**src/rtl/evt_xbar_cfg_sequencer.sv**
```systemverilog
// evt_xbar_cfg_sequencer
// Holds the shadow and active routing tables for a two-stage synaptic crossbar
// and runs the commit sequence: gate the crossbar sources, wait until every mid
// FIFO has been idle for QUIET consecutive cycles, then copy shadow->active in a
// single cycle. If the drain does not settle within TIMEOUT cycles, the commit
// is aborted and the active tables are left untouched.
//
// Gating handshake: while gate_o=1 the crossbar sources hold their valid low.
// Transfers that already had valid&ready asserted when the gate rose are allowed
// to finish. busy_i reports those in-flight transfers and any non-empty FIFO.
// The swap happens only after busy_i has been zero for QUIET cycles in a row.
module evt_xbar_cfg_sequencer #(
    parameter int N0      = 12,
    parameter int W0      = 3,
    parameter int N1      = 8,
    parameter int W1      = 3,
    parameter int NB      = 8,
    parameter int QUIET   = 2,
    parameter int TIMEOUT = 255,
    localparam int NMAX   = (N0 > N1) ? N0 : N1,
    localparam int WMAX   = (W0 > W1) ? W0 : W1,
    localparam int IW     = (NMAX > 1) ? $clog2(NMAX) : 1,
    localparam int TW     = $clog2(TIMEOUT + 1),
    localparam int QW     = $clog2(QUIET + 1)
) (
    input  logic               clk_i,
    input  logic               rst_i,
    input  logic               wr_en_i,
    input  logic               wr_stage_i,
    input  logic [IW-1:0]      wr_idx_i,
    input  logic [WMAX-1:0]    wr_data_i,
    input  logic               commit_req_i,
    input  logic [NB-1:0]      busy_i,
    output logic [N0*W0-1:0]   cfg_stage0_o,
    output logic [N1*W1-1:0]   cfg_stage1_o,
    output logic               gate_o,
    output logic               busy_o,
    output logic               done_o,
    output logic               err_timeout_o,
    output logic [2:0]         dbg_state_o
);

    typedef enum logic [2:0] {
        S_IDLE    = 3'd0,
        S_GATE    = 3'd1,
        S_DRAIN   = 3'd2,
        S_SWAP    = 3'd3,
        S_RELEASE = 3'd4,
        S_ABORT   = 3'd5
    } state_t;

    state_t             r_state;
    state_t             w_next;
    logic [N0*W0-1:0]   r_sh0;
    logic [N1*W1-1:0]   r_sh1;
    logic [N0*W0-1:0]   r_act0;
    logic [N1*W1-1:0]   r_act1;
    logic [QW-1:0]      r_quiet_cnt;
    logic [TW-1:0]      r_to_cnt;
    logic               r_err;
    logic               w_all_idle;
    logic               w_quiet_hit;
    logic               w_to_hit;

    assign w_all_idle  = (busy_i == '0);
    assign w_quiet_hit = w_all_idle && (r_quiet_cnt == QW'(QUIET - 1));
    assign w_to_hit    = (r_to_cnt == TW'(TIMEOUT - 1));

    // State register
    always_ff @(posedge clk_i) begin
        if (rst_i) begin
            r_state <= S_IDLE;
        end else begin
            r_state <= w_next;
        end
    end

    // Next-state logic; a quiet window that completes wins over a same-cycle timeout
    always_comb begin
        w_next = r_state;
        case (r_state)
            S_IDLE:    if (commit_req_i) w_next = S_GATE;
            S_GATE:    w_next = S_DRAIN;
            S_DRAIN: begin
                if (w_quiet_hit) begin
                    w_next = S_SWAP;
                end else if (w_to_hit) begin
                    w_next = S_ABORT;
                end
            end
            S_SWAP:    w_next = S_RELEASE;
            S_RELEASE: w_next = S_IDLE;
            S_ABORT:   w_next = S_IDLE;
            default:   w_next = S_IDLE;
        endcase
    end

    // Moore outputs decoded from the state register only
    always_comb begin
        gate_o = 1'b0;
        busy_o = 1'b1;
        done_o = 1'b0;
        case (r_state)
            S_IDLE:                   busy_o = 1'b0;
            S_GATE, S_DRAIN, S_SWAP:  gate_o = 1'b1;
            S_RELEASE, S_ABORT:       done_o = 1'b1;
            default:                  busy_o = 1'b1;
        endcase
    end

    // Drain counters: cleared in GATE, saturating while in DRAIN
    always_ff @(posedge clk_i) begin
        if (rst_i) begin
            r_quiet_cnt <= '0;
            r_to_cnt    <= '0;
        end else if (r_state == S_GATE) begin
            r_quiet_cnt <= '0;
            r_to_cnt    <= '0;
        end else if (r_state == S_DRAIN) begin
            if (r_to_cnt != TW'(TIMEOUT)) begin
                r_to_cnt <= r_to_cnt + 1'b1;
            end
            if (!w_all_idle) begin
                r_quiet_cnt <= '0;
            end else if (r_quiet_cnt != QW'(QUIET)) begin
                r_quiet_cnt <= r_quiet_cnt + 1'b1;
            end
        end
    end

    // Shadow tables: host writes in any state, out-of-range indices match no entry
    always_ff @(posedge clk_i) begin
        if (rst_i) begin
            r_sh0 <= '0;
            r_sh1 <= '0;
        end else if (wr_en_i) begin
            for (int i = 0; i < N0; i++) begin
                if (!wr_stage_i && (wr_idx_i == IW'(i))) begin
                    r_sh0[i*W0 +: W0] <= wr_data_i[W0-1:0];
                end
            end
            for (int j = 0; j < N1; j++) begin
                if (wr_stage_i && (wr_idx_i == IW'(j))) begin
                    r_sh1[j*W1 +: W1] <= wr_data_i[W1-1:0];
                end
            end
        end
    end

    // Active tables: copied from the shadow only in SWAP; a same-cycle write stays in the shadow
    always_ff @(posedge clk_i) begin
        if (rst_i) begin
            r_act0 <= '0;
            r_act1 <= '0;
        end else if (r_state == S_SWAP) begin
            r_act0 <= r_sh0;
            r_act1 <= r_sh1;
        end
    end

    // Sticky timeout flag: set on entering ABORT, cleared when the next commit is accepted
    always_ff @(posedge clk_i) begin
        if (rst_i) begin
            r_err <= 1'b0;
        end else if ((r_state == S_IDLE) && commit_req_i) begin
            r_err <= 1'b0;
        end else if ((r_state == S_DRAIN) && (w_next == S_ABORT)) begin
            r_err <= 1'b1;
        end
    end

    assign cfg_stage0_o  = r_act0;
    assign cfg_stage1_o  = r_act1;
    assign err_timeout_o = r_err;
    assign dbg_state_o   = r_state;

endmodule
```
**config.mk**
```make
export PLATFORM = sky130hd
export DESIGN_NAME = evt_xbar_cfg_sequencer
export DESIGN_NICKNAME = d
export VERILOG_FILES = /design/src/rtl/evt_xbar_cfg_sequencer.sv
export SDC_FILE = /design/constraint.sdc
export NUM_CORES = 1
export LEC_CHECK = 0
export ABC_CLOCK_PERIOD_IN_PS = 2000
export CORE_MARGIN = 2
export CORE_UTILIZATION = 55
export CTS_BUF_LIST = sky130_fd_sc_hd__clkbuf_8
export CTS_CLUSTER_SIZE = 25
export DETAILED_ROUTE_END_ITERATION = 8
export PLACE_DENSITY = 0.84
export SYNTH_ARGS = -nofsm -noshare
export SYNTH_HDL_FRONTEND = slang
export SYNTH_SLANG_ARGS = --single-unit
export TNS_END_PERCENT = 10
```
**constraint.sdc**
```tcl
create_clock -name clk_i -period 2 [get_ports clk_i]
set_input_delay 0.2 -clock clk_i [delete_from_list [all_inputs] [get_ports clk_i]]
set_output_delay 0.2 -clock clk_i [all_outputs]
set_load 0.03 [all_outputs]
```
# Yosys cells after proc, flatten, opt, wreduce, memory -nomap -nowiden
# Index checks and enable logic that the tools add are counted.
# op_classes
n_reduce_logical	53
n_addsub	2
n_eq_ne	22
n_mux	9
# ops
op	count
AND reduction 2 bit	22
logical AND 1 bit	23
equality test 4 x 3 -> 1 bit, second input constant	4
equality test 4 bit, second input constant	4
case mux 3 bit (4 select lines)	1
equality test 3 bit, second input constant	3
two-way mux 3 bit	3
adder 8 x 1 -> 8 bit, second input constant	1
equality test 4 x 2 -> 1 bit, second input constant	2
equality test 8 bit, second input constant	1
logical NOT 8 bit	1
inequality test 8 bit, second input constant	1
equality test 3 x 2 -> 1 bit, second input constant	2
OR reduction 2 bit	3
equality test 4 x 1 -> 1 bit, second input constant	1
logical NOT 4 bit	1
two-way mux 2 bit	2
equality test 3 x 1 -> 1 bit, second input constant	1
logical NOT 3 bit	1
two-way mux 1 bit	3
OR reduction 3 bit	1
adder 2 x 1 -> 2 bit, second input constant	1
equality test 2 x 1 -> 1 bit, second input constant	1
inequality test 2 x 1 -> 1 bit, second input constant	1
2 further kinds	2
# word_totals
regBits	134

# Logic depth before layout (Yosys ltp)
# Gate-level depths: netlist (run 1).
# depth
word_depth	6
ltp_mapped	6
depth_no_buf	6

# Worst setup path after synthesis (run 1)
# Ideal clock, no wire load.
# synth_path
path_type	register -> register
start	register r_state[1], in the netlist dbg_state_o[1]
end	register r_to_cnt[7]
setup_time_ns	0.071
arrival_time_ns	1.905
path_stages_with_launch	6
t_required_ns	1.929
setup_slack_ns	0.025
n_path_buf	1
path_cell_list	dfxtp_1 > buf_4 > or3b_4 > or3_4 > or3_1 > a21oi_1
# synth_via
elab_chain_cells	2
word_cells_on_any_way	4
# synth_lines
item	line_no	rtl
start: declaration	52	state_t r_state;
start signal: assignment	74	r_state <= w_next;
equality test 3 x 2 -> 1 bit / equality test 3 x 1 -> 1 bit (equally long branches)	119, 116	
AND reduction 2 bit (no line) / OR reduction 2 bit (equally long branches)	n/a	
end signal: assignment	121	r_to_cnt <= r_to_cnt + 1'b1;
end: declaration	59	logic [TW-1:0] r_to_cnt;
# Several ways; a longest one is shown, not always the timed one.
# A chain may end at the register's enable or synchronous reset.

# Worst setup path after layout (run 1)
# layout_path
start	register r_state[0], in the netlist dbg_state_o[0]
end	output gate_o
# layout_via
elab_chain_cells	3
word_cells_on_any_way	5
# layout_lines
item	line_no	rtl
equality test 3 x 1 -> 1 bit / equality test 3 x 2 -> 1 bit (equally long branches)	103	case (r_state)
OR reduction 3 bit *	103	
two-way mux 1 bit *	103	
end: declaration	36	output logic gate_o,
# Every way passes the cells marked *; elsewhere a longest branch is shown, timed or not.

==> summary.txt, run 1 <==
vias in the first global route - 4384
Reg2Reg Launch Point - dbg_state_o[2]
first-pass GRT wire length - 19700 um
placed cell count - 791
Reg2Reg Setup Slack - 0.28 ns
Max VDD drop - 421 uV
cell count after synthesis - 622
DRT iter0 DRCs - 203
Pre-Repair DR Iteration Count - 5
vias per cell - 5.55
fmax - 517 MHz
# DRC - 0
WL/cell - 14.3 um
full die area - 10100 sq um
CTS tree - yes
Net Count, Synth - 646
Die H - 100 um
Die W - 100 um
Max Slew Vio Count - 0
number of diodes - 0
Crit path arrival time - 1.73 ns
placement row count - 35
worst clock skew - 0.0162 ns
Final Cycle Share - 0.967
reg2reg path depth - 4
PD cells - 778 nW/um^2
critical path class - register to primary output
Total Power - 5.04 mW
Worst Hold Class - primary input to register
remaining antenna violation count after routing - 0
Worst setup SP type - register
Final Critical Period - 1.93 ns
Post-DP HPWL - 7770 um
largest net degree at the start of global routing - 97
Pleak - 2.15 nW
WHS Endpoint - r_sh1[22]
hold_sp - rst_i
Post-synth ARST share - 0
number of synthesized register bits - 134
number of synthesis warnings - 0
run status - complete, no violations
Root Driver - clkbuf_8
endpoints failing hold - 0
TritonCTS Buffers - 17
Hold Path Depth - 2
RSZ-0062 raised after global routing - false
Seq/Total Area, Yosys - 0.526
Synth Flop Type - dfxtp_1
Finished Layout Cells - 823
gr ovfl total - 0
FILL cells - 693
Fin Setup TNS - 0 ns
Clock Sinks - 134
final instance area - 6470 sq um
H-tree depth - 4
initial antenna violation count - 0
RR Endpoint - r_to_cnt[7]
multi-input logic area - 2220 sq um
Initial Util - 0.560
Max-cap violations - 0
Mapped Area - 5100 sq um
crit path max fanout - 9
vias - 4566
number of synthesized flops with an enable pin - 0
Port-buffer cells - 86
DRT Wirelength - 11800 um
Nets - 723
routability cong. - 0.803
synth unique cells - 41
clock-pin slew on the worst setup and hold paths - 0.08 ns
final setup violation count - 0
# IOs - 87
Slew @ Worst Pin - 0.637 ns
fraction of final layout cells sized beyond drive strength 1 - 0.0857
clk_lat worst skew - 0.44 ns
clock buffer depth - 2
Cell Area, Placed - 6110 sq um
Total GRT Usage - 0.243
Relative slew margins - 0.574
syn avg cell area - 8.20 sq um
sequential standard cell area - 2680 sq um
area added between synthesis and finish - 26.9%
core box area - 9110 sq um
Critical Path RT - 1.80 ns
CP endpoint kind - primary output
==> power breakdown <==
part	leakage [nW]	internal [mW]	switching, mW
Sequential	1.08	2.68	0.0112
Combinational	0.888	0.107	0.181
Clock	0.182	0.908	1.15
==> flip-flops by register name, summed over array words and instances (netlist names) <==
| register | count |
|---|---|
| cfg_stage0_o | 36 |
| cfg_stage1_o | 24 |
| dbg_state_o | 3 |
| err_timeout_o | 1 |
| r_quiet_cnt | 2 |
| r_sh0 | 36 |
| r_sh1 | 24 |
| r_to_cnt | 8 |
==> repair_timing <==
item                       4_1_cts  5_1_grt
resized for setup                2        0
setup buffers                    0        0
setup endpoints to repair        2        0
hold buffers                     0        0
==> kinds of logic (layout without fill, tap and decap cells) <==
logic type,Yosys count,in the layout,share of synthesized area
flip-flops,134,134,0.526
AO/OA/AOI/OAI,114,114,0.118
adder cells (fa/ha/maj),4,4,0.00981
multiplexers,24,24,0.0471
XOR/XNOR,5,5,0.00859
buffers and inverters,52,142,0.0407
AND/OR/NAND/NOR,289,289,0.250
==> worst max-delay path, stage by stage (launching register included) <==
cell and delay [ns]:
dfxtp_1 0.34, buf_4 0.15, nor2_1 0.05, nor2_1 0.08, clkdlybuf4s50_1 0.68
==> Yosys cell counts (all sizes together), types with 2 or more instances <==
cell    number  area share
nand2      171        0.13
dfxtp      134        0.53
a21oi      103        0.10
clkbuf      44       0.032
nand3       42       0.041
nor2        37       0.027
mux2i       24       0.047
nor2b        8      0.0098
a211oi       5      0.0074
buf          4      0.0054
ha           4      0.0098
inv          4      0.0029
nor3b        4      0.0059
nand4        3      0.0037
nor3         3      0.0029
or3          3      0.0047
xor2         3      0.0052
and2         2      0.0025
and3         2      0.0025
nand4b       2      0.0034
nor4         2      0.0025
nor4bb       2      0.0039
xnor2        2      0.0034
==> cell usage in the layout, fill, tap and decap left out, types with 3 or more instances in the layout <==
cell type / instances
nand2_1: 171
dfxtp_1: 133
a21oi_1: 103
clkdlybuf4s50_1: 84
nand3_1: 42
nor2_1: 37
mux2i_1: 24
buf_4: 18
clkbuf_8: 17
nor2b_1: 8
a211oi_1: 5
inv_6: 5
inv_1: 4
nor3b_1: 4
ha_1: 4
inv_8: 4
nor3_1: 3
nand4_1: 3
xor2_1: 3
clkinvlp_4: 3
buf_12: 3
==> per-stage QoR <==
stage / hold slack (ns) / util / setup WS [ns]
after floorplan: 0.297 / - / 0.0249
after global placement: 0.442 / 0.670 / 0.202
after detailed placement: 0.447 / 0.670 / 0.0953
after CTS: 0.129 / 0.711 / 0.0461
after global routing: 0.138 / 0.711 / 0.00176
final: 0.155 / 0.711 / 0.0662
==> layout make-up <==
class / count / area share
clock buffer: 17 / 0.0361
clock inverter: 15 / 0.0207
inverter: 4 / 0.00232
multi-input combinational: 436 / 0.343
sequential: 134 / 0.415
tap: 111 / 0.0215
timing repair buffer: 106 / 0.161
==> how the worst max path moves through the flow <==
stage | start | endpoint | slack (ns)
after floorplan | dbg_state_o[1] | r_to_cnt[7] | 0.02
after global placement | wr_en_i | r_sh0[23] | 0.20
after detailed placement | wr_en_i | r_sh0[21] | 0.1
after CTS | dbg_state_o[0] | gate_o | 0.05
after global routing | dbg_state_o[1] | gate_o | 0.002
final | dbg_state_o[0] | gate_o | 0.07
==> per-layer routing <==
metal  global-route usage  up-vias  routed length, um
met5                    0        -                  0
met4                0.103        0                235
met3               0.0543       25                623
met2                0.418      152               5970
met1                0.294     2153               4960
li1                     -     2236                  -
(Power assumes the default switching activity.)
==> run 2, diff against run 1 <==
--- a/config.mk
+++ b/config.mk
@@ -7,4 +7,5 @@
 export LEC_CHECK = 0
 export ABC_CLOCK_PERIOD_IN_PS = 2000
+export CAP_MARGIN = 20
 export CORE_MARGIN = 2
 export CORE_UTILIZATION = 55
==> constraint.sdc (replaced) <==
create_clock -name clk_i -period 2 [get_ports clk_i]
set_input_delay 0.2 -clock clk_i [delete_from_list [all_inputs] [get_ports clk_i]]
set_output_delay 0.2 -clock clk_i [all_outputs]
set_load 0.01 [all_outputs]
==> summary.txt, run 2 (synthesis results as in run 1) <==
critical path's slowest cell - clkdlybuf4s50_1
sequential share of power - 0.516 (-0.018)
routability cong. - 0.804 (about the same)
Crit path arrival time - 1.68 ns (-0.05 ns)
PD cells - 802 nW/um^2 (+3.0%)
final instance area - 6510 sq um (+0.62%)
Worst Hold Class - primary input to register
Max Slew Vio Count - 0 (unchanged)
Clock power frac - 0.432 (+0.023)
DRT Wirelength - 12000 um (+2.2%)
gr ovfl total - 0 (unchanged)
Slew @ Worst Pin - 0.606 ns (-0.0307 ns)
fmax - 533 MHz (+3.0%)
Slowest Stage Delay on Critical Path - 0.47 ns (-0.21 ns)
DRT iter0 DRCs - 214 (+5.4%)
H-tree depth - 4 (unchanged)
largest net degree at the start of global routing - 97 (unchanged)
Die W - 100 um (unchanged)
Reg2Reg Setup Slack - 0.21 ns (-0.07 ns)
core box area - 9110 sq um (unchanged)
number of diodes - 0 (unchanged)
fraction of final layout cells sized beyond drive strength 1 - 0.0843 (-0.00140)
Relative slew margins - 0.595 (+0.0205)
Fin Setup TNS - 0 ns (unchanged)
CP endpoint kind - primary output
vias in the first global route - 4420 (+0.82%)
final setup violation count - 0 (unchanged)
Worst setup SP type - register
placement row count - 35 (unchanged)
Pint - 3.93 mW (+6.2%)
Total GRT Usage - 0.249 (+0.00565)
Core Util, Final - 0.715 (+0.00440)
most common cell after layout, fill and taps aside - nand2_1
Pleak - 2.17 nW (+0.83%)
clock buffer depth - 2 (unchanged)
Pre-Repair DR Iteration Count - 5 (unchanged)
Switching Share - 0.248 (-0.0180)
FILL cells - 694 (+0.14%)
area added between synthesis and finish - 27.7%
share of total power in combinational logic - 0.053 (-0.004)
endpoints failing hold - 0 (unchanged)
clk_lat worst skew - 0.44 ns (about the same)
# IOs - 87 (unchanged)
vias per cell - 5.52 (-0.44%)
Clock Sinks - 134 (unchanged)
Final Critical Period - 1.88 ns (-0.0565 ns)
remaining antenna violation count after routing - 0 (unchanged)
run status - complete, no violations
Port-buffer cells - 86 (unchanged)
RSZ-0062 raised after global routing - false
Cell Area, Placed - 6110 sq um (unchanged)
TritonCTS Buffers - 17 (unchanged)
hold_buf cts - 0 (unchanged)
Initial Util - 0.560 (unchanged)
critical path class - register to primary output
WL/cell - 14.6 um (+2.2%)
Max VDD drop - 528 uV (+25%)
most frequent cells in the layout - nand2_1 (171), dfxtp_1 (134), a21oi_1 (103)
Die H - 100 um (unchanged)
CTS tree - yes
vias - 4546 (-0.44%)
crit path max fanout - 10 (+1)
Root Driver - clkbuf_8
full die area - 10100 sq um (unchanged)
Switch Pwr - 1.30 mW (-3.3%)
Critical Path RT - 1.80 ns (about the same)
initial antenna violation count - 0 (unchanged)
first-pass GRT wire length - 20100 um (+2.1%)
Max-cap violations - 0 (unchanged)
Nets - 723 (unchanged)
Post-DP HPWL - 7900 um (+1.6%)
CP Cell Sequence - buf_4 > nor3_2 > inv_1 > clkdlybuf4s50_1
worst clock skew - 0.0101 ns (-0.00618 ns)
Final Cycle Share - 0.939 (-0.0283)
clock-pin slew on the worst setup and hold paths - 0.09 ns (about the same)
# DRC - 0 (unchanged)
Post-CTS Setup Bufs - 0 (unchanged)
## run 2: worst max-delay path, delay by kind of cell (launching register included)
kind          cells  cell delay, ns
buf+inv           3            0.70
flops             1            0.31
simple gates      1            0.23
## run 2: path summary, 6_finish.rpt
path,from,to,cells after the start
worst min-delay path,rst_i,r_sh1[21],2
worst min register to register,cfg_stage0_o[31],cfg_stage0_o[31],2
worst max-delay path,dbg_state_o[2],busy_o,4
worst max register to register,dbg_state_o[0],r_to_cnt[7],4
## run 2: stage by stage
stage	worst slack (ns)	cells	total power, mW	hold WS, ns
floorplan	0.200	622	2.91	0.297
global placement	0.210	791	3.02	0.442
detailed placement	0.112	791	3.03	0.446
CTS	0.0108	823	5.24	0.124
global route	0.0487	823	5.39	0.143
finish	0.123	823	5.22	0.142
## run 2: layout make-up
cell class	count	area, sq um	area share
Timing Repair Buffer	106	1050	0.161
Tap cell	111	139	0.0213
Multi-Input combinational cell	436	2230	0.342
Clock buffer	17	234	0.0359
Inverter	4	15.0	0.00231
Clock inverter	15	169	0.0259
Sequential cell	134	2680	0.412
## run 2: timing repair
action / 4_1_cts / 5_1_grt
endpoints found under the setup margin: 0 / 1
resized for setup: 0 / 1
endpoints found under the hold margin: 0 / 0
## run 2: power by group through the flow
stage / sequential [mW] / clock [mW] / combinational [mW]
floorplan: 2.75 / 0 / 0.155
global placement: 2.76 / 0 / 0.260
detailed placement: 2.76 / 0 / 0.271
CTS: 2.69 / 2.28 / 0.271
global route: 2.70 / 2.39 / 0.299
finish: 2.69 / 2.25 / 0.275
## run 2: per-layer routing
metal,GRT usage,up-vias,part of all wire
li1,-,2231,-
met1,0.292,2164,0.41
met2,0.428,129,0.52
met3,0.0474,22,0.050
met4,0.137,0,0.022
met5,0,-,0
==> RTL change (flow settings as in run 2) <==
Set the parameter `W1` to 6 (it was 3).
--- a/src/rtl/evt_xbar_cfg_sequencer.sv
+++ b/src/rtl/evt_xbar_cfg_sequencer.sv
@@ -15,3 +15,3 @@
     parameter int N1      = 8,
-    parameter int W1      = 3,
+    parameter int W1      = 6,
     parameter int NB      = 8,
Interface: changed (resized cfg_stage1_o and wr_data_i); port bits go from 87 to 114. No check against the original RTL was run, so the function may have changed too.
==> RTL change against run 2 <==
- clock power increased by 8%
- setup slack improved by 0.026 ns
- global-route usage down 1.4 points
- cell area rose by 30%
- fmax increased by 1.4%
- synthesized area rose by 33%
- sequential cell count increased by 48
- total power grew 23%
- routed wire length rose by 27%
- largest cell class unchanged
==> RTL change: results <==
set metrics [dict create \
    peakVddDrop_mv 0.5484 \
    globalplace.congestion 0.8046 \
    wl_met3_um 809 \
    ys_types 44 \
    maxUsedRoutingLayer "met4" \
    nets 933 \
    hold_ws_ns 0.3502 \
    worstHoldEndpoint "dbg_state_o[0]" \
    r2r_slack_ns 0.38 \
    final.fill_count 959 \
    finClkSkew_ns 0.008974 \
    cts.path.max_buffers 2 \
    placed_cell_area_mm2 0.008075 \
    r2r-end "err_timeout_o" \
    post_cts_buffers 0 \
    synth-seq-area-share 0.5374 \
    use_met1 0.3264 \
    worstSkewPairLatency_ns 0.44 \
    htree_levels 4 \
    r2r-start "r_to_cnt[4]" \
    dpl.cell_count 1033 \
    grt_pass1_vias 5240 \
    crit_start "dbg_state_o[1]" \
    status "finished clean" \
    min_path_cells 3 \
    p_leak_nw 2.791 \
    synthArstFlopShare 0 \
    cts-root-buf "clkbuf_8" \
    path_clk_slew_ns 0.08 \
    dp_hpwl_um 9649 \
    synthCells 812 \
    slew_viol_final 0 \
    drt_iter0_markers 437 \
    crit_arrival_ns 1.65 \
    routed_via_density 5.409 \
    cp-endpoint "gate_o" \
    grt_pass1_wl_um 24960 \
    fin_crit_ns 1.851 \
    met2_usage 0.3639 \
    layout-drive-gt1-share 0.07516 \
    vias 5761 \
    wl_met2_um 7065 \
    antenna_found_initial 0 \
    io_buffers 113 \
    detail_route.wl_per_cell_um 14.41 \
    met3_usage 0.06009 \
    met1Wirelength_um 7319 \
    syn-num-nets 839 \
    cp_max_fo 7 \
    grt_max_degree 169 \
    synth_area_leaders "dfxtp_1 54%, nand2_1 13%, a21oi_1 10%, mux2i_1 5.8%, nand3_1 3.7%" \
    r2r_cells 4 \
    tightest_slew_ns 0.7321 \
    yosys-top-cells-count "233 x nand2_1, 182 x dfxtp_1, 135 x a21oi_1, 52 x clkbuf_1, 50 x nand3_1" \
    grtUsageTotal 0.2345 \
    min_from "commit_req_i" \
    antenna_cells 0 \
    place_ws_ns 0.05587 \
]
==> RTL change: cell count changes in the layout (fill, tap and decap cells not counted), sizes merged, moves of 4 or more <==
cell           delta
nand3             +8
a21oi            +32
dfxtp            +48
mux2i            +15
nor2             +10
clkdlybuf4s50    +27
clkbuf            +4
a211oi            -4
buf               +4
nand2            +62
==> RTL change: cell type report <==
cell class,instances,area [um^2],share of cell area
Tap cell,147,183.9,0.02167
Timing Repair Buffer,138,1369,0.1613
Inverter,7,26.28,0.003096
Sequential cell,182,3646,0.4296
Clock buffer,21,289.0,0.03406
Clock inverter,10,105.1,0.01238
Multi-Input combinational cell,560,2868,0.3379
==> RTL change: what timing repair did <==
item,4_1_cts,5_1_grt
resized for setup,1,2
hold endpoints to repair,4,0
hold buffers,1,0
setup endpoints to repair,1,3
==> RTL change: power breakdown <==
| part | leakage [nW] | internal [W] | switching (W) | total, W |
|---|---|---|---|---|
| clock | 0.202 | 0.00122 | 0.00121 | 0.00243 |
| sequential | 1.47 | 0.00364 | 0.0000173 | 0.00366 |
| combinational | 1.12 | 0.000123 | 0.000207 | 0.000330 |
| total | 2.79 | 0.00498 | 0.00143 | 0.00641 |
==> RTL change: worst max-delay path: stages (launching register included) <==
cell	delay (ns)
dfxtp_1	0.47
nor2_1	0.07
nor2_1	0.12
clkdlybuf4s50_1	0.55
==> RTL change: cells by family (layout without fill, tap and decap cells) <==
family                     Yosys count  in the layout  synth area share
DFF                                182            182            0.5374
muxes                               39             39           0.05757
adders and majority gates            4              4          0.007382
and+or+nand+nor                    364            364            0.2336
AOI/OAI and AO/OA                  149            149            0.1168
xor gates and xnor gates             4              4          0.005168
buffers and inverters               70            176           0.04208
